--- src/rtl/posit_pkg.sv ---
// rtl/posit_pkg.sv - shared posit types, rounding modes and special-value constants
package posit_pkg;

  typedef enum logic [1:0] {
    RND_RNE = 2'd0,
    RND_RTZ = 2'd1,
    RND_RAZ = 2'd2
  } round_mode_t;

  // Control portion of an unpacked arithmetic result travelling with the body
  typedef struct packed {
    logic sign;
    logic sticky;
    logic inf;
    logic zero;
  } res_flags_t;

  function automatic logic [63:0] maxpos_f(input int n);
    return (64'd1 << (n - 1)) - 64'd1;
  endfunction

  function automatic logic [63:0] minpos_f(input int n);
    return (n > 0) ? 64'd1 : 64'd0;
  endfunction

  function automatic logic [63:0] nar_f(input int n);
    return 64'd1 << (n - 1);
  endfunction

endpackage

--- src/rtl/posit_regime_shift.sv ---
// rtl/posit_regime_shift.sv - builds the left-aligned {regime, terminator, exp, frac} body
module posit_regime_shift
  import posit_pkg::*;
#(
  parameter int N  = 16,
  parameter int ES = 1,
  parameter int FW = 2 * N,
  parameter int RS = $clog2(N) + 1,
  parameter int BW = N + 1 + FW + ES
) (
  input  logic [RS-1:0]                k_i,
  input  logic [((ES > 0) ? ES : 1)-1:0] exp_i,
  input  logic [FW-1:0]                frac_i,
  output logic [BW-1:0]                body_o
);

  localparam int TW = ES + FW;

  logic [TW-1:0] tail;
  logic [BW-1:0] tail_al;

  generate
    if (ES > 0) begin : g_exp
      assign tail = {exp_i, frac_i};
    end else begin : g_noexp
      logic unused_exp;
      assign unused_exp = ^exp_i;
      assign tail = frac_i;
    end
  endgenerate

  assign tail_al = {tail, {(BW - TW){1'b0}}};

  always_comb begin
    int kv;
    int rl;
    logic [BW-1:0] run;
    kv = int'($signed(k_i));
    // rl is the regime length including its terminator; saturated k is clamped downstream
    rl = (kv >= 0) ? kv + 2 : 1 - kv;
    if (rl > BW) rl = BW;
    if (kv >= 0) run = ~({BW{1'b1}} >> (rl - 1));
    else         run = {{(BW - 1){1'b0}}, 1'b1} << (BW - rl);
    body_o = run | (tail_al >> rl);
  end

endmodule

--- src/rtl/posit_round_pack.sv ---
// rtl/posit_round_pack.sv - 2-stage posit round/pack with valid/ready handshake
// Optional POSIT_RND_MODE_EN adds the in_rmode port (RNE/RTZ/RAZ); otherwise fixed RNE.
module posit_round_pack
  import posit_pkg::*;
#(
  parameter int N  = 16,
  parameter int ES = 1,
  parameter int FW = 2 * N,
  parameter int RS = $clog2(N) + 1
) (
  input  logic                         clk,
  input  logic                         reset,
  input  logic                         in_valid,
  output logic                         in_ready,
  input  logic                         in_sign,
  input  logic [RS-1:0]                in_k,
  input  logic [((ES > 0) ? ES : 1)-1:0] in_exp,
  input  logic [FW-1:0]                in_frac,
  input  logic                         in_sticky,
  input  logic                         in_inf,
  input  logic                         in_zero,
`ifdef POSIT_RND_MODE_EN
  input  logic [1:0]                   in_rmode,
`endif
  output logic                         out_valid,
  input  logic                         out_ready,
  output logic [N-1:0]                 out_posit,
  output logic                         out_inexact
);

  localparam int BW = N + 1 + FW + ES;
  localparam logic [N-1:0] MAXPOS = N'(maxpos_f(N));
  localparam logic [N-1:0] MINPOS = N'(minpos_f(N));
  localparam logic [N-1:0] NAR    = N'(nar_f(N));
  localparam logic signed [RS-1:0] K_HI = RS'(N - 2);
  localparam logic signed [RS-1:0] K_LO = RS'(-(N - 1));

  logic                 v1_q, v2_q;
  logic                 s1_ld, s2_ld;
  res_flags_t           flags_q;
  logic signed [RS-1:0] k_q;
  logic [BW-1:0]        body_d, body_q;
  logic [N-1:0]         posit_d, posit_q;
  logic                 inexact_d, inexact_q;
`ifdef POSIT_RND_MODE_EN
  logic [1:0]           rmode_q;
`endif

  assign s2_ld     = !v2_q || out_ready;
  assign s1_ld     = !v1_q || s2_ld;
  assign in_ready  = s1_ld;
  assign out_valid = v2_q;
  assign out_posit = posit_q;
  assign out_inexact = inexact_q;

  posit_regime_shift #(.N(N), .ES(ES), .FW(FW), .RS(RS), .BW(BW)) u_shift (
    .k_i    (in_k),
    .exp_i  (in_exp),
    .frac_i (in_frac),
    .body_o (body_d)
  );

  always_ff @(posedge clk) begin
    if (reset) begin
      v1_q    <= 1'b0;
      flags_q <= '0;
      k_q     <= '0;
      body_q  <= '0;
`ifdef POSIT_RND_MODE_EN
      rmode_q <= 2'd0;
`endif
    end else if (s1_ld) begin
      v1_q <= in_valid;
      if (in_valid) begin
        flags_q <= {in_sign, in_sticky, in_inf, in_zero};
        k_q     <= in_k;
        body_q  <= body_d;
`ifdef POSIT_RND_MODE_EN
        rmode_q <= in_rmode;
`endif
      end
    end
  end

  always_comb begin
    logic [N-2:0] kept;
    logic         g_bit, s_bit, l_bit, inc, inexact;
    logic [N-1:0] mag, word;
    kept  = body_q[BW-1 -: N-1];
    l_bit = kept[0];
    g_bit = body_q[BW-N];
    s_bit = (|body_q[BW-N-1:0]) | flags_q.sticky;
`ifdef POSIT_RND_MODE_EN
    case (rmode_q)
      RND_RTZ: inc = 1'b0;
      RND_RAZ: inc = g_bit | s_bit;
      default: inc = g_bit & (s_bit | l_bit);
    endcase
`else
    inc = g_bit & (s_bit | l_bit);
`endif
    mag     = {1'b0, kept} + {{(N-1){1'b0}}, inc};
    inexact = g_bit | s_bit;
    // Clamp keeps a nonzero value away from both zero and NaR
    if (k_q >= K_HI || mag[N-1]) begin
      mag     = MAXPOS;
      inexact = 1'b1;
    end else if (k_q <= K_LO || mag == '0) begin
      mag     = MINPOS;
      inexact = 1'b1;
    end
    word       = flags_q.sign ? -mag : mag;
    word[N-1]  = flags_q.sign;
    if (flags_q.inf) begin
      word    = NAR;
      inexact = 1'b0;
    end else if (flags_q.zero) begin
      word    = '0;
      inexact = 1'b0;
    end
    posit_d   = word;
    inexact_d = inexact;
  end

  always_ff @(posedge clk) begin
    if (reset) begin
      v2_q      <= 1'b0;
      posit_q   <= '0;
      inexact_q <= 1'b0;
    end else if (s2_ld) begin
      v2_q <= v1_q;
      if (v1_q) begin
        posit_q   <= posit_d;
        inexact_q <= inexact_d;
      end
    end
  end

endmodule

--- config.mk ---
export PLATFORM = sky130hd
export DESIGN_NAME = posit_round_pack
export DESIGN_NICKNAME = d
export VERILOG_FILES = /design/src/rtl/posit_pkg.sv /design/src/rtl/posit_regime_shift.sv /design/src/rtl/posit_round_pack.sv
export SDC_FILE = /design/constraint.sdc
export NUM_CORES = 1
export LEC_CHECK = 0
export CORE_MARGIN = 10
export CORE_UTILIZATION = 40
export CTS_CLUSTER_DIAMETER = 120
export DETAILED_ROUTE_END_ITERATION = 6
export GPL_TIMING_DRIVEN = 0
export PLACE_DENSITY_LB_ADDON = 0.12
export SYNTH_ARGS = -nofsm -noshare
export SYNTH_HDL_FRONTEND = slang
export SYNTH_SLANG_ARGS = --single-unit
--- constraint.sdc ---
create_clock -name clk -period 4.7 [get_ports clk]
set_input_delay 0.94 -clock clk [delete_from_list [all_inputs] [get_ports clk]]
set_output_delay 0.94 -clock clk [all_outputs]
set_load 0.1 [all_outputs]
==> After elaboration in Yosys (flattened, before gate mapping) <==
Cells that the tools add are included.
Widths: inputs -> output; s select.
{ "classes": {"n_addsub": 6, "n_lt_le_gt_ge": 4, "shift": 3, "n_mux": 12, "n_bitwise": 6, "n_reduce_logical": 10} }
{ "op_table": {"columns": ["op", "n"], "rows": [
  ["$mux 32", 2],
  ["$mux 50", 1],
  ["$not 50->50", 1],
  ["$or 50x50->50", 1],
  ["$shl 1x32->50 const A", 1],
  ["$shr 50x32->50", 1],
  ["$shr 50x32->50 const A", 1],
  ["$mux 15", 3],
  ["$reduce_or 34->1", 1],
  ["$gt 32x7->1 const B", 1],
  ["$mux 16", 2],
  ["$sub 32x2->32 const B", 1],
  ["$sub 7x32->32 const A", 1],
  ["$add 15x1->16", 1],
  ["$logic_not 16->1", 1],
  ["$neg 15->15", 1],
  ["$add 5x3->6 const B", 1],
  ["$sub 2x5->6 const A", 1],
  ["$ge 5x1->1 const B", 1],
  ["$ge 5x5->1 const B", 1],
  ["$le 5x5->1 const B", 1],
  ["$logic_or 1x1->1", 4],
  ["$mux 1", 4],
  ["$reduce_and 2->1", 2],
  ["other kinds (3)", 6]
]} }
{ "totals": {"ff_bits": 78, "input_bits": 46} }

==> Longest topological paths before layout <==
Gate-level depths: netlist (run 1).
{ "logic_depth": {"ltp_word": 13, "mapped_depth": 19} }

==> Cells and area by module <==
A second synthesis (run 1) with hierarchy kept.
{ "hier_totals": {"cells_unflattened": 1206, "area_unflattened_um2": 8854.7} }
{ "by_module_without_submodules": {"columns": ["mod", "instances", "cells_per_inst", "area_per_inst_um2", "seq_area_each_um2"], "rows": [
  ["posit_regime_shift", 1, 680, 4923.5, 0.0],
  ["posit_round_pack", 1, 526, 3931.3, 1541.5]
]} }

==> Worst setup path after synthesis (run 1) <==
No wires, ideal clock.
{ "synth_timing": {"kind": "in2reg", "start": "in in_k[1]", "end": "reg body_q[4]", "arrival_time_ps": 4499, "t_required_ps": 4568, "slack_ps": 69, "path_stages": 16, "path_cell_list": "buf_4 inv_1 ha_1 o21a_1 mux4_2 clkbuf_1 nand3_1 ha_1 or4_1 nor4_4 o21ai_1 nor2_1 o21ai_2 buf_2 a221oi_1 nor3_1"} }
{ "synth_between": {"elab_chain_len": 9, "word_cells_on_any_way": 14} }
{ "synth_lines": {"columns": ["element", "line_no", "rtl"], "rows": [
  ["start: declaration", "posit_round_pack.sv:16", "input logic [RS-1:0] in_k,"],
  ["$sub 2x5->6 (tied with other cells)", "posit_regime_shift.sv:40", "rl = (kv >= 0) ? kv + 2 : 1 - kv;"],
  ["$mux 32", "posit_regime_shift.sv:40", null],
  ["$gt 32x7->1", "posit_regime_shift.sv:41", "if (rl > BW) rl = BW;"],
  ["$mux 32", "posit_regime_shift.sv:41", null],
  ["$sub 32x2->32", "posit_regime_shift.sv:42", "if (kv >= 0) run = ~({BW{1'b1}} >> (rl - 1));"],
  ["$shr 50x32->50", "posit_regime_shift.sv:42", null],
  ["$not 50->50", "posit_regime_shift.sv:42", null],
  ["$mux 50", "posit_regime_shift.sv:42", null],
  ["$or 50x50->50 *", "posit_regime_shift.sv:44", "body_o = run | (tail_al >> rl);"],
  ["end signal: assignment", "posit_round_pack.sv:77", "body_q <= body_d;"],
  ["end: declaration", "posit_round_pack.sv:42", "logic [BW-1:0] body_d, body_q;"]
]} }
Every way passes the cells marked *; elsewhere a longest branch is shown, timed or not.
A chain may end at the register's enable or synchronous reset.

==> Worst setup path after layout (run 1) <==
{ "layout_timing": {"start": "in in_k[0]", "end": "reg body_q[4]"} }
The elaborated chain is that of the path after synthesis.

==> results_dict.tcl, run 1 <==
set metrics [dict create \
    min_period_over_period_pct 97.4 \
    yosysTopAreaCellShare_pct 21.7 \
    fmax_ghz 0.218 \
    setup_ws_ps 120 \
    grt_busiest_layer "met2" \
    initial_utilization_pct 40.9 \
    synth_edf_count 0 \
    tritoncts "yes" \
    hold_start "out_posit[13]" \
    critical_path_class "input port to flop" \
    power_mw 2.52 \
    tns_ps 0 \
    syn2layout_area_growth_pct 22.4 \
    cp.required_ps 4900 \
    cts_sinks 77 \
    drv_slew 0 \
    syn_area_per_cell_sq_um 7.81 \
    vias_per_cell 6.00 \
    skew_ps 5.05 \
    wirelength_um 25200 \
    synth.area.top_cells "dfxtp_1, mux2i_1, nand2_1, nor2_1, a21oi_1" \
    drt-pass1-iter-count 7 \
    synth_top_cell_by_area "dfxtp_1" \
    regToRegStartpoint "body_q[16]" \
    holdPathStages 2 \
    antenna_found_initial 0 \
    final_cells 1244 \
    clock_path_buffers 2 \
    hold_viol_final 0 \
    path_cells "clkdlybuf4s50_1 > clkbuf_4 > xnor2_2 > buf_4 > clkbuf_4 > ha_2 > nand3_1 > ha_1 > or4_1 > nor4_4 > o21ai_4 > nor2_4 > o21ai_2 > buf_4 > a221oi_2 > nor3_1" \
    crit_buf_inv 5 \
    run_status "completed" \
    arrival_ps 4780 \
    h-tree-depth 3 \
    die_x_um 153 \
    ctsHoldBuffers 0 \
    synth_cells 910 \
    rsz0062_at_grt "true" \
    max_slew_margin_pct 34.8 \
    synthTopCellsByCount "mux2i_1, nand2_1, nor2_1, dfxtp_1, a21oi_1" \
    path_max_fanout 10 \
    synth_seq_cells 77 \
    setup_viol 0 \
    cts_root_buf "clkbuf_16" \
    tritoncts.num_buffers 9 \
    drv_cap 0 \
    yosysUniqueCellTypes 77 \
    end_kind "flop" \
    hp-class "flop to flop" \
    grt_pass1_vias 7385 \
    fin_nets 1083 \
    globalRouteTotalUtil_pct 20.6 \
    ff2ff_path_depth 17 \
    start_kind "input port" \
    cpLargestDelayFamily "buffers and inverters" \
    ir_drop_uv 171 \
    synth-seq-area-share_pct 21.7 \
    syn-cell-area_sq_mm 0.00711 \
    r2r_setup_slack_ps 230 \
    cp.depth 16 \
    drt_iter0_markers 534 \
    place.gp.congestion 0.983 \
    ant_nets 0 \
    grt_max_degree 19 \
    dp_worst_setup_slack_ps -1610 \
    core_area_sq_mm 0.0174 \
    leakage_nw 3.38 \
    antennaDiodeCount 0 \
    synth-async-reset-ratio_pct 0 \
    grt_pass1_wl_um 40100 \
    drc 0 \
    yosysWarningCount 0 \
    clk_pin_slew_ps 60 \
    period_needed_ps 4580 \
    synth_top_flop_cell "dfxtp_1" \
    met1_usage_pct 25.0 \
    layout-drive-gt1-share_pct 11.5 \
    dp.cells 1219 \
    grt_use_met3_pct 3.45 \
    synth_most_common_cell "mux2i_1" \
    holdWs_ps 446 \
    grt_overflow 0 \
    final_area_sq_mm 0.00870 \
    placed_area_sq_mm 0.00809 \
    grt_util_met2_pct 35.4 \
    portBuffers 62 \
    dieArea_sq_mm 0.0235 \
    crit_slowest_cell "or4_1" \
    holdPathEnd "out_posit[13]" \
    p_per_area_mw_per_mm2 289 \
    place_hpwl_um 20700 \
    clock_latency_ps 340 \
    critPathMaxStageDelay_ps 580 \
    vias 7469 \
    die_height_um 153 \
    pin_count 65 \
    num_rows 48 \
    r2r-end "out_posit[12]" \
    finish.utilization_pct 50.1 \
    tightest_slew_ps 974 \
    wl_per_cell_um 20.3 \
]
==> power breakdown <==
part | switching (mW) | total, mW | internal, mW
clock network | 0.280 | 0.759 | 0.478
registers | 0.0403 | 0.746 | 0.706
logic | 0.644 | 1.01 | 0.370
==> layout make-up <==
class / instances / area [sq um]
fill: 1775 / 8650
inverter: 12 / 45.0
buffer: 66 / 318
multi-input combinational: 775 / 5500
clock buffer: 10 / 239
tap: 225 / 282
sequential: 77 / 1540
timing repair buffer: 73 / 691
clock inverter: 6 / 86.3
==> worst max path at each step <==
stage | slack, ps | from | to
floorplan | 70 | in_k[1] | body_q[4]
global placement | -1670 | in_k[1] | body_q[22]
detailed placement | -1610 | in_k[1] | body_q[22]
CTS | 3 | body_q[11] | out_posit[12]
global route | -10 | in_k[0] | body_q[22]
finish | 120 | in_k[0] | body_q[4]
==> logic make-up after synthesis <==
logic type / Yosys count / synth area share [%]
AO/OA/AOI/OAI: 239 / 22.8
XOR/XNOR: 36 / 4.84
adder cells (fa/ha/maj): 23 / 4.05
buffers and inverters: 80 / 4.98
flip-flops: 77 / 21.7
multiplexers: 112 / 17.6
other: 2 / 0.106
AND/OR/NAND/NOR: 341 / 24.0
==> flip-flops by register name (all words and copies together), names as in the netlist <==
name,flops
flags_q,4
out_valid,1
out_inexact,1
k_q,4
out_posit,16
body_q,50
v1_q,1
==> worst register-to-register path, delay by kind of cell (launching register included) <==
kind | cells | cell delay (ps)
XOR/XNOR | 1 | 180
adder cells (fa/ha/maj) | 3 | 630
AO/OA/AOI/OAI | 6 | 1350
AND/OR/NAND/NOR | 6 | 1800
flip-flops | 1 | 310
buffers and inverters | 1 | 60
==> routing by layer <==
| layer | vias to the layer above | part of all wire [%] |
|---|---|---|
| met5 | - | 0 |
| li1 | 3593 | - |
| met3 | 67 | 5.4 |
| met4 | 0 | 3.4 |
| met2 | 257 | 49 |
| met1 | 3552 | 42 |
==> what timing repair did <==
item / CTS / global route
pin swaps: 11 / 13
buffers inserted: 5 / 5
resized for setup: 34 / 21
setup endpoints to repair: 58 / 52
==> cells in the final DEF, fill, tap and decap left out, types with 22 or more instances in the layout <==
master and n:
clkdlybuf4s50_1 60, nor2_1 94, xnor2_1 23, conb_1 24, a311oi_1 22, dfxtp_1 77, nand2_1 98, a21oi_1 57
nor3_1 25, a211oi_1 25, o21ai_0 39, nand3_1 25, clkbuf_1 40, mux2i_1 100
(Power assumes the default switching activity.)
==> run 2, diff against run 1 <==
--- a/config.mk
+++ b/config.mk
@@ -5,8 +5,9 @@
 export SDC_FILE = /design/constraint.sdc
 export NUM_CORES = 1
 export LEC_CHECK = 0
+export CAP_MARGIN = 5
 export CORE_MARGIN = 10
-export CORE_UTILIZATION = 40
+export CORE_UTILIZATION = 25
 export CTS_CLUSTER_DIAMETER = 120
 export DETAILED_ROUTE_END_ITERATION = 6
 export GPL_TIMING_DRIVEN = 0
==> run 2 against run 1 <==
Compared with the run above:
- clock-buffer cell count decreased by 1
- wire length increased by 12%
- sequential power about the same
- combinational power increased by 4%
- clock skew increased by 6.5 ps
- via count decreased by 1.7%
- worst hold slack improved by 5.2 ps
- largest cell class unchanged
- largest power group unchanged
- highest routed layer unchanged
==> results_dict.tcl, run 2 (synthesis results as in run 1) <==
set metrics [dict create \
    period_needed_ps 4510 \
    ctsHoldBuffers 0 \
    nFillCells 3123 \
    leakage_nw 3.36 \
    largest_register_ffs 50 \
    syn2layout_area_growth_pct 25.7 \
    grt_pass1_wl_um 44100 \
    clk_pin_slew_ps 70 \
    grt_pass1_vias 7474 \
    met1_usage_pct 19.0 \
    drv_cap 0 \
    grt_max_degree 15 \
    ant_nets 0 \
    run_status "completed" \
    layout_commonest_cell "mux2i_1" \
    crit_start "in_k[1]" \
    vias_per_cell 5.26 \
    hold_viol_final 0 \
    pin_count 65 \
    wl_per_cell_um 20.3 \
    final_cells 1397 \
    cts_sinks 77 \
    end_kind "flop" \
    portBuffers 62 \
    drv_slew 0 \
    holdWs_ps 451 \
    cts_root_buf "clkbuf_16" \
    antennaDiodeCount 0 \
    cp.required_ps 4890 \
    drc 0 \
    grt_util_met2_pct 27.8 \
    num_rows 61 \
    fin_nets 1083 \
    path_max_fanout 10 \
    fmax_ghz 0.222 \
    drt-pass1-iter-count 5 \
    wirelength_um 28400 \
    tightest_slew_ps 977 \
    final_cell_mix "mux2i_1, nand2_1, nor2_1" \
    place_hpwl_um 23400 \
    clock_latency_ps 340 \
    ir_drop_uv 195 \
    core_area_sq_mm 0.0279 \
    skew_ps 11.6 \
    rsz0062_at_grt "false" \
    arrival_ps 4700 \
    dieArea_sq_mm 0.0356 \
    place.gp.congestion 0.919 \
    final_area_sq_mm 0.00894 \
    vias 7345 \
    tns_ps 0 \
    tritoncts "yes" \
    regToRegStartpoint "body_q[12]" \
    layout-drive-gt1-share_pct 12.6 \
    grt_busiest_layer "met2" \
    h-tree-depth 3 \
    drt_iter0_markers 483 \
    hp-class "flop to flop" \
    dp.cells 1372 \
    max_slew_margin_pct 34.6 \
    grt_overflow 0 \
    placed_area_sq_mm 0.00828 \
    grt_use_met3_pct 2.57 \
    largest-register "body_q" \
    min_period_over_period_pct 96.0 \
    start_kind "input port" \
    globalRouteTotalUtil_pct 15.6 \
    critical_path_class "input port to flop" \
    r2r-end "out_posit[14]" \
    antenna_found_initial 0 \
    setup.worst_path.end "body_q[32]" \
    finish.utilization_pct 32.0 \
    p_per_area_mw_per_mm2 274 \
    initial_utilization_pct 25.4 \
    tritoncts.num_buffers 9 \
    setup_viol 0 \
    r2r_setup_slack_ps 210 \
    die_x_um 189 \
    ff2ff_path_depth 18 \
    die_height_um 189 \
    clock_path_buffers 2 \
]
-- run 2: changes by cell type in the layout (fill, tap and decap cells not counted), moves of 2 or more --
cell       previous run  this run
nor4_2                1         3
clkbuf_4              3         1
o21ai_1              10         8
bufinv_16             2         0
o21ai_2               1         3
xnor2_2               3         1
a211oi_1             25        21
a211oi_2              1         4
-- run 2: per-stage QoR --
step	total power, mW	worst slack [ps]
floorplan	1.42	69.3
detailed placement	1.75	-1730
finish	2.45	189
global placement	1.75	-1710
CTS	2.43	14.9
global route	2.59	0.227
-- run 2: layer usage --
metal,share of wire (%),wire (um),vias to the layer above
met2,49,14000,190
met5,0,0,-
met4,1.8,514,0
met1,45,12700,3516
met3,4.1,1170,34
li1,-,-,3605
-- run 2: final cells by class --
type / instances / area, sq um / area share, %
tap: 378 / 473 / 5.29
multi-input combinational: 776 / 5580 / 62.4
clock buffer: 9 / 225 / 2.52
timing repair buffer: 73 / 698 / 7.81
sequential: 77 / 1540 / 17.3
inverter: 12 / 45.0 / 0.504
buffer: 65 / 323 / 3.61
clock inverter: 7 / 51.3 / 0.574
-- run 2: worst min path at each step --
stage	start	to	slack, ps	cells after the start
6_report	out_posit[2]	out_posit[2]	450	2
2_1_floorplan	flags_q[2]	flags_q[2]	440	2
3_5_place_dp	out_posit[8]	out_posit[8]	440	2
5_1_grt	out_posit[2]	out_posit[2]	470	2
4_1_cts	out_posit[2]	out_posit[2]	450	2
3_3_place_gp	out_posit[10]	out_posit[10]	440	2
-- run 2: report_power, final --
part,switching [mW],internal (mW)
Combinational,0.678,0.376
Clock,0.292,0.359
Sequential,0.0407,0.706
-- run 2: worst max-delay path, cell delays in order --
cell and delay, ps:
clkdlybuf4s18_2 270, buf_12 170, inv_1 70, ha_2 300, clkbuf_1 260, clkbuf_2 320
a21oi_2 150, nand2_1 110, ha_1 220, or4_4 530, nor4_4 310, o21ai_4 160
a211o_1 330, a21oi_2 190, o31a_1 250, a311oi_1 100
-- run 2: what timing repair did --
action | 4_1_cts | 5_1_grt
pin swaps | 8 | 16
endpoints found under the setup margin | 58 | 50
gates cloned | 0 | 1
resized for setup | 40 | 32
setup buffers | 4 | 7
==> run 3, diff against run 2 <==
--- a/config.mk
+++ b/config.mk
@@ -10,6 +10,7 @@
 export CORE_UTILIZATION = 25
 export CTS_CLUSTER_DIAMETER = 120
 export DETAILED_ROUTE_END_ITERATION = 6
+export GPL_ROUTABILITY_DRIVEN = 0
 export GPL_TIMING_DRIVEN = 0
 export PLACE_DENSITY_LB_ADDON = 0.12
 export SYNTH_ARGS = -nofsm -noshare
==> run 3 against run 2 <==
Compared with the run above:
- first-iteration DRC count is 1.4% lower
- critical path type unchanged
- wire length is 0.59% lower
- die area unchanged
- clock power grew 11%
- sequential share of layout area about the same
- sequential power barely moved
- maximum frequency about the same
- largest cell class unchanged
- utilization rose by 0.099 points
==> results_dict.tcl, run 3 (synthesis results as in run 1) <==
set metrics [dict create \
    run_status "completed" \
    die_height_um 189 \
    crit_start "in_k[1]" \
    fin_nets 1084 \
    end_kind "flop" \
    cp.required_ps 4900 \
    holdWs_ps 449 \
    period_needed_ps 4510 \
    ctsHoldBuffers 0 \
    die_x_um 189 \
    clock_path_buffers 2 \
    drv_cap 0 \
    max_slew_margin_pct 34.5 \
    place_hpwl_um 23100 \
    final_cell_mix "mux2i_1, nand2_1, nor2_1" \
    ff2ff_path_depth 19 \
    grt_pass1_wl_um 43900 \
    cts_root_buf "clkbuf_16" \
    antennaDiodeCount 0 \
    cpLargestDelayFamily "simple AND/OR/NAND/NOR gates" \
    regArea_sq_mm 0.00154 \
    ant_nets 0 \
    initial_utilization_pct 25.4 \
    largest_register_ffs 50 \
    drt-pass1-iter-count 5 \
    layout-drive-gt1-share_pct 12.5 \
    h-tree-depth 3 \
    leakage_nw 3.38 \
    tritoncts "yes" \
    min_period_over_period_pct 96.0 \
    portBuffers 62 \
    arrival_ps 4710 \
    globalRouteTotalUtil_pct 15.5 \
    power_mw 2.52 \
    drc 0 \
    start_kind "input port" \
    layout_commonest_cell "mux2i_1" \
    p_per_area_mw_per_mm2 282 \
    critical_path_class "input port to flop" \
    cp.depth 17 \
    dp.cells 1372 \
    setup_viol 0 \
    nFillCells 3067 \
    wl_per_cell_um 20.2 \
    num_rows 61 \
    drv_slew 0 \
    wirelength_um 28200 \
    syn2layout_area_growth_pct 26.1 \
    ir_drop_uv 195 \
    holdPathStages 2 \
    setup_ws_ps 190 \
    r2r_setup_slack_ps 250 \
    grt_max_degree 16 \
    drt_iter0_markers 476 \
    hp-class "flop to flop" \
    hold_start "out_posit[2]" \
    final_cells 1398 \
    antenna_found_initial 0 \
    crit_slowest_cell "or4_1" \
    path_max_fanout 10 \
    crit_buf_inv 5 \
    regToRegStartpoint "body_q[0]" \
    dp_worst_setup_slack_ps -1920 \
    skew_ps 11.2 \
    vias_per_cell 5.23 \
    dieArea_sq_mm 0.0356 \
    multi_input_area_sq_mm 0.00557 \
    clk_pin_slew_ps 70 \
    cts_sinks 77 \
    fmax_ghz 0.222 \
    hold_viol_final 0 \
    largest-register "body_q" \
    tightest_slew_ps 979 \
    grt_overflow 0 \
    path_cells "buf_2 > buf_12 > inv_1 > ha_1 > o21a_1 > mux4_2 > clkbuf_4 > nand3_1 > ha_1 > or4_1 > nor4_4 > o21ai_4 > nor2_4 > buf_4 > nor2_1 > nor2_4 > a311oi_1" \
    grt_pass1_vias 7605 \
    tritoncts.num_buffers 9 \
    vias 7311 \
    pin_count 65 \
    clock_latency_ps 350 \
    critPathMaxStageDelay_ps 580 \
    core_area_sq_mm 0.0279 \
]
==> run 3: report_power, final <==
group,total (mW),internal [mW],switching [mW]
Clock,0.725,0.420,0.305
Combinational,1.05,0.381,0.673
Sequential,0.745,0.706,0.0397
==> run 3: area by class of cell <==
type | count | share of cell area [%]
buffer | 65 | 3.64
clock buffer | 9 | 2.51
clock inverter | 7 | 0.921
inverter | 12 | 0.503
multi-input combinational | 776 | 62.1
sequential | 77 | 17.2
tap | 378 | 5.28
timing repair buffer | 74 | 7.82
==> run 3: worst paths after layout <==
| kind | end |
|---|---|
| hold / removal | out_posit[2] |
| hold reg to reg | out_posit[2] |
| setup / recovery | body_q[10] |
| setup reg to reg | out_posit[6] |
==> run 3: repair_timing <==
action                                  CTS  global route
gates resized for setup                  42            33
pin swaps                                 8            17
hold endpoints to repair                  0             0
cloned                                    0             1
setup buffers                             5             7
endpoints found under the setup margin   58            52
==> run 3: through the flow <==
stage / instance area (sq um) / TNS (ps) / util, %
final: 8960 / 0 / 32.1
after global routing: 8960 / -0.959 / 32.1
after CTS: 8780 / 0 / 31.4
after detailed placement: 8280 / -77880 / 29.7
after global placement: 8280 / -76360 / 29.7
after floorplan: 7190 / 0 / -
==> run 3: worst reg2reg max path, delay by kind of cell, from the launching register on <==
family | cells | cell delay [ps]
compound gates | 5 | 1470
fa+ha+maj | 3 | 610
buf+inv | 3 | 370
simple gates | 7 | 1360
flops | 1 | 330
xor+xnor | 1 | 180
==> run 3: routing by layer <==
metal / wire (um) / vias up / GRT usage [%]
met3: 1270 / 40 / 2.62
met4: 741 / 0 / 4.85
met5: 0 / - / 0
met1: 12400 / 3477 / 18.7
met2: 13800 / 193 / 27.3
li1: - / 3601 / -
